===== src/rtl/alu_defs.sv =====
// Shared ALU operation codes plus the multiplier sequencer's state encoding.
package alu_defs;

  typedef enum logic [1:0] {
    ALU_AND = 2'b00,
    ALU_OR  = 2'b01,
    ALU_ADD = 2'b10,
    ALU_SLT = 2'b11
  } alu_op_e;

  typedef enum logic [1:0] {
    ST_IDLE = 2'b00,
    ST_RUN  = 2'b01,
    ST_FIN  = 2'b10
  } mul_state_e;

endpackage


===== src/rtl/mul_seq_ctrl.sv =====
// Sequential shift-add unsigned multiplier controller driving an external ALU.
module mul_seq_ctrl
  import alu_defs::*;
#(
  parameter int W = 32
) (
  input  logic         clk,
  input  logic         rst,
  input  logic         start,
  input  logic         kill,
  input  logic [W-1:0] mcand,
  input  logic [W-1:0] mplier,
  output logic         busy,
  output logic         done,
  output logic [W-1:0] hi,
  output logic [W-1:0] lo,
  output logic [W-1:0] alu_a,
  output logic [W-1:0] alu_b,
  output logic [1:0]   alu_signal,
  output logic         alu_inv,
  input  logic [W-1:0] alu_sum,
  input  logic         alu_cout
);

  localparam int CW = $clog2(W) + 1;
  localparam logic [CW-1:0] LAST_ITER = CW'(W - 1);

  mul_state_e     state_r, state_s;
  // The shifted-in carry lands in bit 2W-1, so the always-zero bit 2W is not stored.
  logic [2*W-1:0] p_r, p_s, p_shift_s;
  logic [W-1:0]   mcand_r, mcand_s;
  logic [CW-1:0]  cnt_r, cnt_s;
  logic           busy_s, done_s;
  logic [W-1:0]   hi_s, lo_s;

  assign p_shift_s = {alu_cout, alu_sum, p_r[W-1:1]};

  // Next-state, working-register and result computation.
  always_comb begin
    state_s = state_r;
    p_s     = p_r;
    mcand_s = mcand_r;
    cnt_s   = cnt_r;
    busy_s  = 1'b0;
    done_s  = 1'b0;
    hi_s    = hi;
    lo_s    = lo;
    case (state_r)
      ST_IDLE: begin
        if (start && !kill) begin
          state_s = ST_RUN;
          p_s     = {{W{1'b0}}, mplier};
          mcand_s = mcand;
          cnt_s   = {CW{1'b0}};
          busy_s  = 1'b1;
        end else begin
          state_s = ST_IDLE;
        end
      end
      ST_RUN: begin
        if (kill) begin
          state_s = ST_IDLE;
        end else begin
          p_s   = p_shift_s;
          cnt_s = cnt_r + CW'(1);
          if (cnt_r == LAST_ITER) begin
            state_s = ST_FIN;
            hi_s    = p_shift_s[2*W-1:W];
            lo_s    = p_shift_s[W-1:0];
            done_s  = 1'b1;
          end else begin
            busy_s = 1'b1;
          end
        end
      end
      ST_FIN: begin
        state_s = ST_IDLE;
      end
      default: begin
        state_s = ST_IDLE;
      end
    endcase
  end

  // State, result and ALU-drive registers; ALU operands are set up one cycle ahead.
  always_ff @(posedge clk) begin
    if (rst) begin
      state_r    <= ST_IDLE;
      p_r        <= {(2*W){1'b0}};
      mcand_r    <= {W{1'b0}};
      cnt_r      <= {CW{1'b0}};
      busy       <= 1'b0;
      done       <= 1'b0;
      hi         <= {W{1'b0}};
      lo         <= {W{1'b0}};
      alu_a      <= {W{1'b0}};
      alu_b      <= {W{1'b0}};
      alu_signal <= ALU_AND;
      alu_inv    <= 1'b0;
    end else begin
      state_r <= state_s;
      p_r     <= p_s;
      mcand_r <= mcand_s;
      cnt_r   <= cnt_s;
      busy    <= busy_s;
      done    <= done_s;
      hi      <= hi_s;
      lo      <= lo_s;
      alu_inv <= 1'b0;
      if (state_s == ST_RUN) begin
        alu_signal <= ALU_ADD;
        alu_a      <= p_s[2*W-1:W];
        alu_b      <= p_s[0] ? mcand_s : {W{1'b0}};
      end else begin
        alu_signal <= ALU_AND;
        alu_a      <= {W{1'b0}};
        alu_b      <= {W{1'b0}};
      end
    end
  end

endmodule


===== config.mk =====
export PLATFORM = sky130hd
export DESIGN_NAME = mul_seq_ctrl
export DESIGN_NICKNAME = d
export VERILOG_FILES = /design/src/rtl/alu_defs.sv /design/src/rtl/mul_seq_ctrl.sv
export SDC_FILE = /design/constraint.sdc
export NUM_CORES = 1
export LEC_CHECK = 0
export ABC_AREA = 1
export ABC_CLOCK_PERIOD_IN_PS = 1550
export BUFFER_PORTS_ARGS = -buffer_cell sky130_fd_sc_hd__clkbuf_2
export CORE_MARGIN = 2
export CORE_UTILIZATION = 49
export CTS_BUF_LIST = sky130_fd_sc_hd__clkbuf_2
export CTS_CLUSTER_DIAMETER = 30
export CTS_CLUSTER_SIZE = 40
export DETAILED_ROUTE_END_ITERATION = 12
export PLACE_DENSITY = 0.79
export SLEW_MARGIN = 20
export SYNTH_ARGS = -nofsm -noshare
export SYNTH_HDL_FRONTEND = slang
export SYNTH_SLANG_ARGS = --single-unit
export TNS_END_PERCENT = 20

===== constraint.sdc =====
create_clock -name clk -period 1.55 [get_ports clk]
set_input_delay 0.0775 -clock clk [delete_from_list [all_inputs] [get_ports clk]]
set_output_delay 0.0775 -clock clk [all_outputs]
set_load 0.02 [all_outputs]

==> run metrics <==
outcome finished, final reports clean; die area 0.01811 mm²; Area Growth Syn to Fin 39.82%; post-route cell area 0.01168 mm²; Synth Register Bits approximately 240; Num CTS Buffers 41; Post-synth EDFFs 0; io pins 234; Syn Inst Count 1052; FFs w/ async S/R, synth 0%; post-route setup slack 0.04105 ns; Tot GR Track Use 25.23%; drt total wl 23.74 mm; Worst-path clk slew 0.19 ns; first-pass GRT wire length 37.32 mm; Arrival @ worst endpoint approximately 2.2 ns; Primary FF master, synth dfxtp_1; reg2reg start cnt_r[3]; TritonCTS clock tree done; Critical Path Source cnt_r[3]; setup TNS 0 ns; Max VDD drop 0.0006846 V; critical path peak fanout 16; Place WS -0.03047 ns; CP endpoint kind register; Hold Crit Start kill; register area share after synthesis 56.33%; required time of the critical path 2.26 ns; DRC viols 0; Core Box Area about 0.017 mm²; vias in the first global route 7906; LEAKAGE roughly 5.3 nW; Antenna diodes 0; DRT antenna net count 0; Final Setup Violations 0; Top cell by count, worst path nand2_1; Sink Count approximately 240; hpwl dp between 10 and 15 mm; P per Cell Area 1005 mW/mm²; Slew Limit Fails 0; row count 47; maximum clock rate 662.7 MHz; Die Height around 130 µm; Max clock buf depth 3; dpl cell area 0.009804 mm²; vias 8141; most frequent cells in the layout clkbuf_2 (275), dfxtp_1 (231), nor2_1 (218); Synth cell types 30; Hold Vio Cnt, Final 0; crit path kind register to register; port bufs 231; GRT Residual Overflow 0; share of cells above drive strength 1 28.60%; CP Cell Sequence nand2_1, inv_1, nand3_4, nor2_4, nand2_2, buf_6, inv_1, nand2_1, nand2_1; delay of the slowest cell on the worst path 0.41 ns; Initial Util 50.18%; pin count of the biggest net entering global routing 87; drt first pass iters 5; maximum capacitance violations 0; synthesized area about 0.0084 mm²; clk root buf clkbuf_2; Worst Hold Class input port to register; synth warn 0; clk_lat worst skew between 0.7 and 0.8 ns; Tot Pwr 11.74 mW; Avg Inst Size Synth 7.939 µm²; Worst setup SP type register; WL/cell around 14 µm; CP max-delay cell dfxtp_1; CTS H-tree lvls 2; commonest non-fill, non-tap cell in the layout clkbuf_2; initial antenna violation count 0; RSZ-0062 raised after global routing yes; GP Congestion 0.8026; period utilization 97.35%; Via density 4.913; skew final around 0.056 ns; Iter 0 DRT Violations about 450; Tmin final 1.509 ns; Layout Nets 1508; Die W 134.6 µm
-- where the power goes --
| part | leakage, nW | switching (mW) | internal, mW |
|---|---|---|---|
| clock network | 0.328 | 2.48 | 1.95 |
| registers | 1.91 | 0.0586 | 6.18 |
| logic | 3.09 | 0.564 | 0.497 |
| total | 5.33 | 3.10 | 8.63 |
-- per-layer routing --
layer / GRT usage, % / vias to the layer above / share of wire, %
li1: - / 4010 / -
met4: 11.40 / 0 / 3.5
met3: 7.357 / 75 / 8.0
met2: 43.25 / 350 / 49
met1: 29.22 / 3706 / 39
met5: 0 / - / 0
-- cells in the mapped netlist (2+ instances only) --
| library cell | instances | share of area, % |
|---|---|---|
| dfxtp_1 | 235 | 56 |
| nor2_1 | 221 | 9.9 |
| inv_1 | 117 | 5.3 |
| nand2_1 | 110 | 4.9 |
| o21ai_0 | 104 | 6.2 |
| a21oi_1 | 86 | 5.2 |
| nand3_1 | 51 | 3.1 |
| clkbuf_1 | 36 | 1.6 |
| or2_2 | 32 | 2.4 |
| buf_2 | 9 | 0.54 |
| nor2_2 | 9 | 0.67 |
| buf_6 | 8 | 1.1 |
| buf_1 | 6 | 0.27 |
| buf_4 | 4 | 0.36 |
| nand2_2 | 3 | 0.22 |
| inv_2 | 2 | 0.090 |
| nand3_2 | 2 | 0.24 |
| nand4_1 | 2 | 0.15 |
| o211ai_1 | 2 | 0.18 |
| o21a_1 | 2 | 0.18 |
| o21ai_1 | 2 | 0.12 |
-- cell type report --
cell class                      instances  area, µm²
Clock buffer                           45      225.2
Clock inverter                         29      332.8
Fill cell                            1240       4965
Inverter                              120      455.4
Multi-Input combinational cell        635       2974
Sequential cell                       235       4712
Tap cell                              220      275.3
Timing Repair Buffer                  373       2703
-- timing repair --
item | in CTS | in global routing
hold buffers | 104 | 0
setup endpoints to repair | 72 | 211
setup buffers | 1 | 6
gates resized for setup | 11 | 49
pin swaps | 1 | 7
cloned | 1 | 2
hold endpoints to repair | 235 | 0
-- worst paths after layout --
path	end	cells past startpoint	slack (ns)
worst min register to register	lo[17]	2	0.46
worst max register to register	hi[22]	9	0.04
worst min-delay path	p_r[0]	7	0.07
worst max-delay path	hi[22]	9	0.04
-- state kept, by name, indices dropped and copies added (netlist names) --
register and cells:
lo 32, busy 1, cnt_r 6, state_r 2, alu_signal 1, done 1, hi 32, alu_a 32
alu_b 32, mcand_r 32, p_r 64
-- critical path, delay by kind of cell (launching register included) --
| kind | cells | cell delay [ns] |
|---|---|---|
| simple gates | 6 | 0.63 |
| buf+inv | 3 | 0.45 |
| flops | 1 | 0.41 |
-- metrics by stage --
stage | cells | hold slack, ns | utilization, %
2_1_floorplan | 1053 | 0.1806 | -
3_3_place_gp | 1469 | 0.3220 | 58.91
3_5_place_dp | 1469 | 0.3184 | 58.91
4_1_cts | 1649 | 0.0001094 | 68.92
5_1_grt | 1657 | 0.02581 | 70.17
6_report | 1657 | 0.06753 | 70.17
-- cell families after synthesis --
family                   after synthesis  synth area share (%)
flip-flops                           235                 56.33
AND/OR/NAND/NOR                      435                 22.28
buffers and inverters                183                 9.258
adder cells (fa/ha/maj)                1                0.1498
other                                  1               0.04490
AO/OA/AOI/OAI                        197                 11.94
No activity file was read; power rests on OpenSTA's default activity.
